[config.mk]
export PLATFORM = sky130hd
export DESIGN_NAME = fifo_prog
export DESIGN_NICKNAME = d
export VERILOG_FILES = /design/src/rtl/fifo_prog.sv
export SDC_FILE = /design/constraint.sdc
export NUM_CORES = 1
export LEC_CHECK = 0
export CAP_MARGIN = 10
export CORE_MARGIN = 4
export CORE_UTILIZATION = 35
export CTS_CLUSTER_SIZE = 25
export DETAILED_ROUTE_END_ITERATION = 8
export PLACE_DENSITY_LB_ADDON = 0.08
export SLEW_MARGIN = 25
export SYNTH_ARGS = -nofsm -noshare
export SYNTH_HDL_FRONTEND = slang
export SYNTH_SLANG_ARGS = --single-unit
[constraint.sdc]
create_clock -name clk -period 8.15 [get_ports clk]
set_input_delay 1.63 -clock clk [delete_from_list [all_inputs] [get_ports clk]]
set_output_delay 1.63 -clock clk [all_outputs]
set_load 0.02 [all_outputs]
[src/rtl/fifo_prog.sv]
// Synchronous FIFO with a programmable depth, almost-full/almost-empty thresholds,
// registered status pulses and a synchronous flush. Define FIFO_WATERMARK_EN to add a peak-occupancy output.
module fifo_prog #(
  parameter int FIFO_WIDTH = 16,
  parameter int FIFO_DEPTH = 8,
  parameter int AF_THRESH  = FIFO_DEPTH-1,
  parameter int AE_THRESH  = 1
) (
  input  logic                                clk,
  input  logic                                rst,
  input  logic [FIFO_WIDTH-1:0]               data_in,
  input  logic                                wr_en,
  input  logic                                rd_en,
  input  logic                                flush,
  output logic [FIFO_WIDTH-1:0]               data_out,
  output logic                                rd_valid,
  output logic                                wr_ack,
  output logic                                overflow,
  output logic                                underflow,
  output logic                                full,
  output logic                                empty,
  output logic                                almostfull,
  output logic                                almostempty,
  output logic [$clog2(FIFO_DEPTH+1)-1:0]     count
`ifdef FIFO_WATERMARK_EN
  ,output logic [$clog2(FIFO_DEPTH+1)-1:0]    max_count
`endif
);

  localparam int CW = $clog2(FIFO_DEPTH+1);
  localparam int PW = $clog2(FIFO_DEPTH);

  logic [FIFO_WIDTH-1:0] mem [FIFO_DEPTH];

  logic [PW-1:0]         wptr_q, wptr_d, rptr_q, rptr_d;
  logic [CW-1:0]         count_q, count_d;
  logic [FIFO_WIDTH-1:0] dout_q, dout_d;
  logic                  wr_ack_q, wr_ack_d, ovf_q, ovf_d, udf_q, udf_d, rdv_q, rdv_d;
  logic                  wr_acc, rd_acc;

  function automatic logic [PW-1:0] ptr_inc(input logic [PW-1:0] p);
    return (p == PW'(FIFO_DEPTH-1)) ? '0 : p + 1'b1;
  endfunction

  assign full  = (count_q == CW'(FIFO_DEPTH));
  assign empty = (count_q == '0);

  always_comb begin
    // A full FIFO still takes a write when a read frees the slot on the same edge.
    wr_acc   = wr_en && (!full || rd_en);
    rd_acc   = rd_en && !empty;
    wptr_d   = wptr_q;
    rptr_d   = rptr_q;
    count_d  = count_q;
    dout_d   = dout_q;
    wr_ack_d = 1'b0;
    ovf_d    = 1'b0;
    udf_d    = 1'b0;
    rdv_d    = 1'b0;
    if (flush) begin
      wptr_d  = '0;
      rptr_d  = '0;
      count_d = '0;
    end else begin
      if (wr_acc) wptr_d = ptr_inc(wptr_q);
      if (rd_acc) begin
        rptr_d = ptr_inc(rptr_q);
        dout_d = mem[rptr_q];
      end
      case ({wr_acc, rd_acc})
        2'b10:   count_d = count_q + 1'b1;
        2'b01:   count_d = count_q - 1'b1;
        default: count_d = count_q;
      endcase
      wr_ack_d = wr_acc;
      ovf_d    = wr_en && !wr_acc;
      udf_d    = rd_en && !rd_acc;
      rdv_d    = rd_acc;
    end
  end

  always_ff @(posedge clk) begin
    if (!flush && wr_acc) mem[wptr_q] <= data_in;
  end

  always_ff @(posedge clk or posedge rst) begin
    if (rst) begin
      wptr_q   <= '0;
      rptr_q   <= '0;
      count_q  <= '0;
      dout_q   <= '0;
      wr_ack_q <= 1'b0;
      ovf_q    <= 1'b0;
      udf_q    <= 1'b0;
      rdv_q    <= 1'b0;
    end else begin
      wptr_q   <= wptr_d;
      rptr_q   <= rptr_d;
      count_q  <= count_d;
      dout_q   <= dout_d;
      wr_ack_q <= wr_ack_d;
      ovf_q    <= ovf_d;
      udf_q    <= udf_d;
      rdv_q    <= rdv_d;
    end
  end

`ifdef FIFO_WATERMARK_EN
  logic [CW-1:0] max_q, max_d;

  always_comb begin
    max_d = max_q;
    if (flush)                max_d = '0;
    else if (count_d > max_q) max_d = count_d;
  end

  always_ff @(posedge clk or posedge rst) begin
    if (rst) max_q <= '0;
    else     max_q <= max_d;
  end

  assign max_count = max_q;
`endif

  assign data_out    = dout_q;
  assign rd_valid    = rdv_q;
  assign wr_ack      = wr_ack_q;
  assign overflow    = ovf_q;
  assign underflow   = udf_q;
  assign count       = count_q;
  assign almostfull  = (count_q >= CW'(AF_THRESH)) && !full;
  assign almostempty = (count_q != '0) && (count_q <= CW'(AE_THRESH));

endmodule

Word-level counts from Yosys, hierarchy flattened:

Memory sizes are Yosys's and may differ from the RTL's. A register that Yosys moved wholly into a read port is not among the register bits.
Index checks and enable logic that the tools add are counted.

* bits in writable memories: 128
* logic and storage cells: 53
* bits of input ports: 21
* memories kept: 1
* output and inout port bits: 28
* register bits after elaboration: 14

Memory list
* mem: words 8, width 16, read ports 1, clocked after Yosys merged registers in 1, write ports 1, RTL line 33 `logic [FIFO_WIDTH-1:0] mem [FIFO_DEPTH];`

* $lt $le $gt $ge: 2
* muxes and demuxes: 14
* equality and inequality tests: 5
* $add $sub $neg: 4
* reduce and logical (&&, ||, !) cells: 19
* bitwise logic cells: 1

Operators with widths (number)
* $mux 3: 6
* $pmux 4 s2: 1
* $logic_and 1x1->1: 7
* $add 3x1->3 const B: 2
* $eq 3x3->1 const B: 2
* $mux 1: 6
* $logic_not 1->1: 5
* $add 4x1->4 const B: 1
* $eq 4x4->1 const B: 1
* $ge 4x3->1 const B: 1
* $le 4x1->1 const B: 1
* $logic_not 4->1: 1
* $mux 4: 1
* $reduce_bool 2->1: 2
* $reduce_bool 4->1: 1
* $sub 4x1->4 const B: 1
* $reduce_bool 3->1: 1
* $eq 2x1->1 const B: 1
* $eq 2x2->1 const B: 1
* $reduce_and 2->1: 1
* $logic_or 1x1->1: 1
* $not 1->1: 1

Depth between registers and ports, before layout:

* depth after elaboration: 7
* mapped depth: 8
* gate-level depth less buffers: 7

Worst setup path after synthesis:

OpenSTA, ideal clock, no wires.

* path kind: input to register
* from: input port wr_en
* to: memory mem[2][0], enable pin
* slack: 4.283 ns
* stages on the path: 4
* arrival time: 3.454 ns
* required time: 7.737 ns
* buffers on the path: 1
* setup time: 0.413 ns
* path through: clkbuf_1 and3_1 nand2b_1 nor3b_1

* longest elaborated chain between the ends: 4

RTL lines
* start, declared: RTL line 12 `input logic wr_en,`
* $logic_and 1x1->1: RTL line 50 `wr_acc = wr_en && (!full || rd_en);`
* $logic_and 1x1->1: RTL line 83 `if (!flush && wr_acc) mem[wptr_q] <= data_in;`
* $mux 1: RTL line 83
* $mux 1 (not written as such): RTL line 83
* end, declared: RTL line 33

Every way passes these cells.

Worst setup path in the final report:

* from: register count_q[1], in the netlist count[1]
* to: output port empty

* longest elaborated chain between the ends: 1

RTL lines
* start, declared: RTL line 36 `logic [CW-1:0] count_q, count_d;`
* start signal, assigned: RTL line 99 `count_q <= count_d;`
* $logic_not 4->1: RTL line 46 `assign empty = (count_q == '0);`
* end, declared: RTL line 21 `output logic empty,`

Every way passes these cells.

==> results by group <==
Run status
  • Outcome: finished clean

Worst hold path
  • Worst Hold Class: flip-flop to flip-flop
  • Hold_sp: data_out[13]$_DFFE_PP0P_
  • Endpoint, Worst Hold: data_out[13]$_DFFE_PP0P_
  • Hold depth: 2

Worst setup path
  • Reg-to-reg startpoint: count[0]$_DFFE_PP0P_
  • R2r endpoint: mem[5][5]$_DFFE_PP_
  • R2R cell count: 7
  • Critical Path AT: 2370 ps
  • FF-to-FF setup slack: 5480 ps
  • Critical path fanouts, max: 5
  • Worst Setup End Kind: primary output
  • Worst endpoint required time: 6520 ps
  • CP Class: flip-flop to primary output
  • Startpoint types: flip-flop

Floorplan
  • Die ar.: 20,060 um2
  • Die X: 141.6 um
  • I/O pin count: 49
  • Row count: 48
  • Die Y: 141.6 um
  • Initial Utilization: 0.3589
  • Core Footprint: 17,420 um2

Power
  • Sw Share: 0.2818
  • Clk network pwr share: 0.324
  • Flop pwr share: 0.426
  • Peak supply drop: 0.0001555 V
  • Sw Pwr: 0.6506 mW
  • Leak: 2.552 nW
  • Pint: 1.658 mW
  • Gate power share: 0.250
  • P per Cell Area: 302.2 nW/um2

Timing
  • Least-Margin Pin Slew: 708.9 ps
  • Final hold viol count: 0
  • Setup TNS: 0 ps
  • RSZ-0062 raised after global routing: false
  • Setup-failing EPs final: 0
  • Max_slew headroom: 0.5274
  • Final min period: 3997 ps
  • F_max: 250.2 MHz
  • Final clock skew: 10.93 ps
  • Slew Limit Fails: 0
  • Tcrit/Tclk final: 0.4905

Yosys
  • Mean Syn Cell Area: 18.39 um2
  • Register bit total from synthesis: 158
  • Post-synthesis cell count: 340
  • Most area-hungry cell type in the Yosys netlist: edfxtp_1
  • Seq/Total Area, Yosys: 0.7350
  • Post-Syn Nets: 369
  • Synth top area cells: edfxtp_1 (61%), dfrtp_1 (12%), mux4_2 (12%)
  • Synth top area share: 0.6149
  • YS warnings: 0
  • Post-synthesis instance area: 6251 um2
  • Cell variety after synth: 36

Detailed routing
  • Via density: 5.011
  • DR vias: 3,212
  • DR pass1 iterations: 5
  • DRC errors left: 0
  • Initial DRC Count: 157
  • Final wirelength: 13.28 mm
  • WL/cell: 20.71 um
  • Antenna viol nets, final: 0

CTS
  • Max Root-Sink Buffers: 2
  • Clk Latency, worst-skew pair: 420 ps
  • Worst-path clk slew: 60 ps
  • CTS Buf Count: 17
  • CTS sink count: 158
  • Max H-tree Level: 4
  • Clock tree root buffer cell: clkbuf_16
  • Post_cts resized: 0
  • Hold Buf Count CTS: 0
  • TritonCTS clock tree: done
  • Post-CTS Setup Bufs: 0

GRT
  • Largest net degree at the start of global routing: 35
  • Global-route wire length before repair: 20.73 mm
  • Vias in the first global route: 3,381
  • Tot GR Track Use: 0.1416
  • Grt total ovfl: 0
  • Initial antenna violation count: 0

Finish
  • Diodes inserted: 0
  • Fin nets: 432
  • Share of cells above drive strength 1: 0.2067
  • Finished Layout Cells: 641
  • P&R area growth vs syn: 22.24%
  • Fillers: 1,541

Placement
  • PortBufs: 48
  • Gpl congestion: 0.7447
  • DP HPWL: 8.532 mm
  • Placed insts: 609

Flow run
  • # Max-Cap Violations: 0
## cells in the mapped netlist
library cell	instances
nor2b_1	1
or3_1	4
a211oi_1	1
or4_1	1
a211oi_2	1
mux4_2	32
nor3b_1	5
nor4_1	1
nor2_2	1
o311a_1	1
nor4b_1	1
nor2_1	26
nor3_1	3
nand3_1	3
ha_1	8
and4_1	1
nand2_1	10
clkbuf_1	11
o21ai_0	5
nand4b_1	2
xor2_1	3
and3_1	1
mux2i_1	17
inv_1	5
a21oi_1	22
dfrtp_1	30
or3b_4	1
mux2_1	1
buf_6	1
nand2b_1	4
inv_4	1
or3b_1	1
o311ai_1	1
buf_2	5
nand4bb_1	1
edfxtp_1	128
## kinds of logic (layout without fill, tap and decap cells)
logic type | after synthesis | after routing | share of synthesized area
DFF | 158 | 158 | 0.7350
and+or+nand+nor | 67 | 67 | 0.05625
muxes | 50 | 50 | 0.1443
AOI/OAI and AO/OA | 31 | 31 | 0.02782
buffers and inverters | 23 | 99 | 0.01641
adders and majority gates | 8 | 8 | 0.01601
xor gates and xnor gates | 3 | 3 | 0.004204
## how the worst max path moves through the flow
stage	startpoint	to	slack, ps	cells after the start
2_1_floorplan	wr_en	mem[2][0]$_DFFE_PP_	4280	4
3_5_place_dp	rd_en	mem[5][7]$_DFFE_PP_	3940	6
3_3_place_gp	flush	mem[4][3]$_DFFE_PP_	4060	6
4_1_cts	count[1]$_DFFE_PP0P_	empty	4110	5
5_1_grt	count[1]$_DFFE_PP0P_	empty	3990	5
6_report	count[1]$_DFFE_PP0P_	empty	4150	5
## routing by layer
layer | wire, um | share of wire | up-vias | track usage
met5 | 0 | 0 | - | 0
met4 | 150 | 0.011 | 0 | 0.04949
met3 | 510 | 0.038 | 11 | 0.03606
met2 | 6126 | 0.46 | 70 | 0.2039
met1 | 6491 | 0.49 | 1664 | 0.2094
li1 | - | - | 1467 | -
## sequential cells by signal, indices dropped and copies added (netlist names)
register	flops
overflow	1
count	4
wr_ack	1
underflow	1
mem	128
data_out	16
rptr_q	3
wptr_q	3
rd_valid	1
## critical path: stages, from the launching register on
cell             delay (ps)
dfrtp_1                 420
inv_1                   130
ha_1                    250
or3b_4                  450
inv_4                   100
clkdlybuf4s50_1         600
## stage by stage
step                setup slack, ps  area, um2  hold WS [ps]    util  power [mW]
detailed placement             3938       7067         517.3  0.4057       1.588
CTS                            4114       7641         530.9  0.4387       2.345
floorplan                      4283       6251         533.6       -       1.355
global route                   3987       7641         547.4  0.4387       2.436
global placement               4064       7067         510.7  0.4057       1.587
finish                         4153       7641         524.3  0.4387       2.309
## power groups by stage
stage / Clock, mW / Combinational [mW] / Sequential (mW)
3_5_place_dp: 0 / 0.586 / 1.00
4_1_cts: 0.772 / 0.588 / 0.985
5_1_grt: 0.811 / 0.632 / 0.993
6_report: 0.748 / 0.576 / 0.985
3_3_place_gp: 0 / 0.588 / 0.999
2_1_floorplan: 0 / 0.302 / 1.05
## layout make-up
| type | count | area, um2 | area share |
|---|---|---|---|
| multi-input cells | 159 | 1587 | 0.2076 |
| inverters | 6 | 25.02 | 0.003275 |
| clock buffers | 25 | 528.0 | 0.06910 |
| repair buffers | 61 | 578.1 | 0.07565 |
| flip-flops and latches | 158 | 4596 | 0.6014 |
| well taps | 225 | 281.5 | 0.03684 |
| clock inverters | 7 | 46.29 | 0.006059 |
## cell usage in the layout, fill, tap and decap left out, drive strengths merged, types with 4 or more instances in the layout
cell type,Yosys,final
nor3b,5,5
clkinv,0,4
clkdlybuf4s50,0,48
o21ai,5,5
clkbuf,11,25
inv,6,9
or3,4,4
dfrtp,30,30
buf,6,13
edfxtp,128,128
a21oi,22,22
nand2,10,10
nand2b,4,4
ha,8,8
mux4,32,32
mux2i,17,17
nor2,27,27
(Power assumes the default switching activity.)
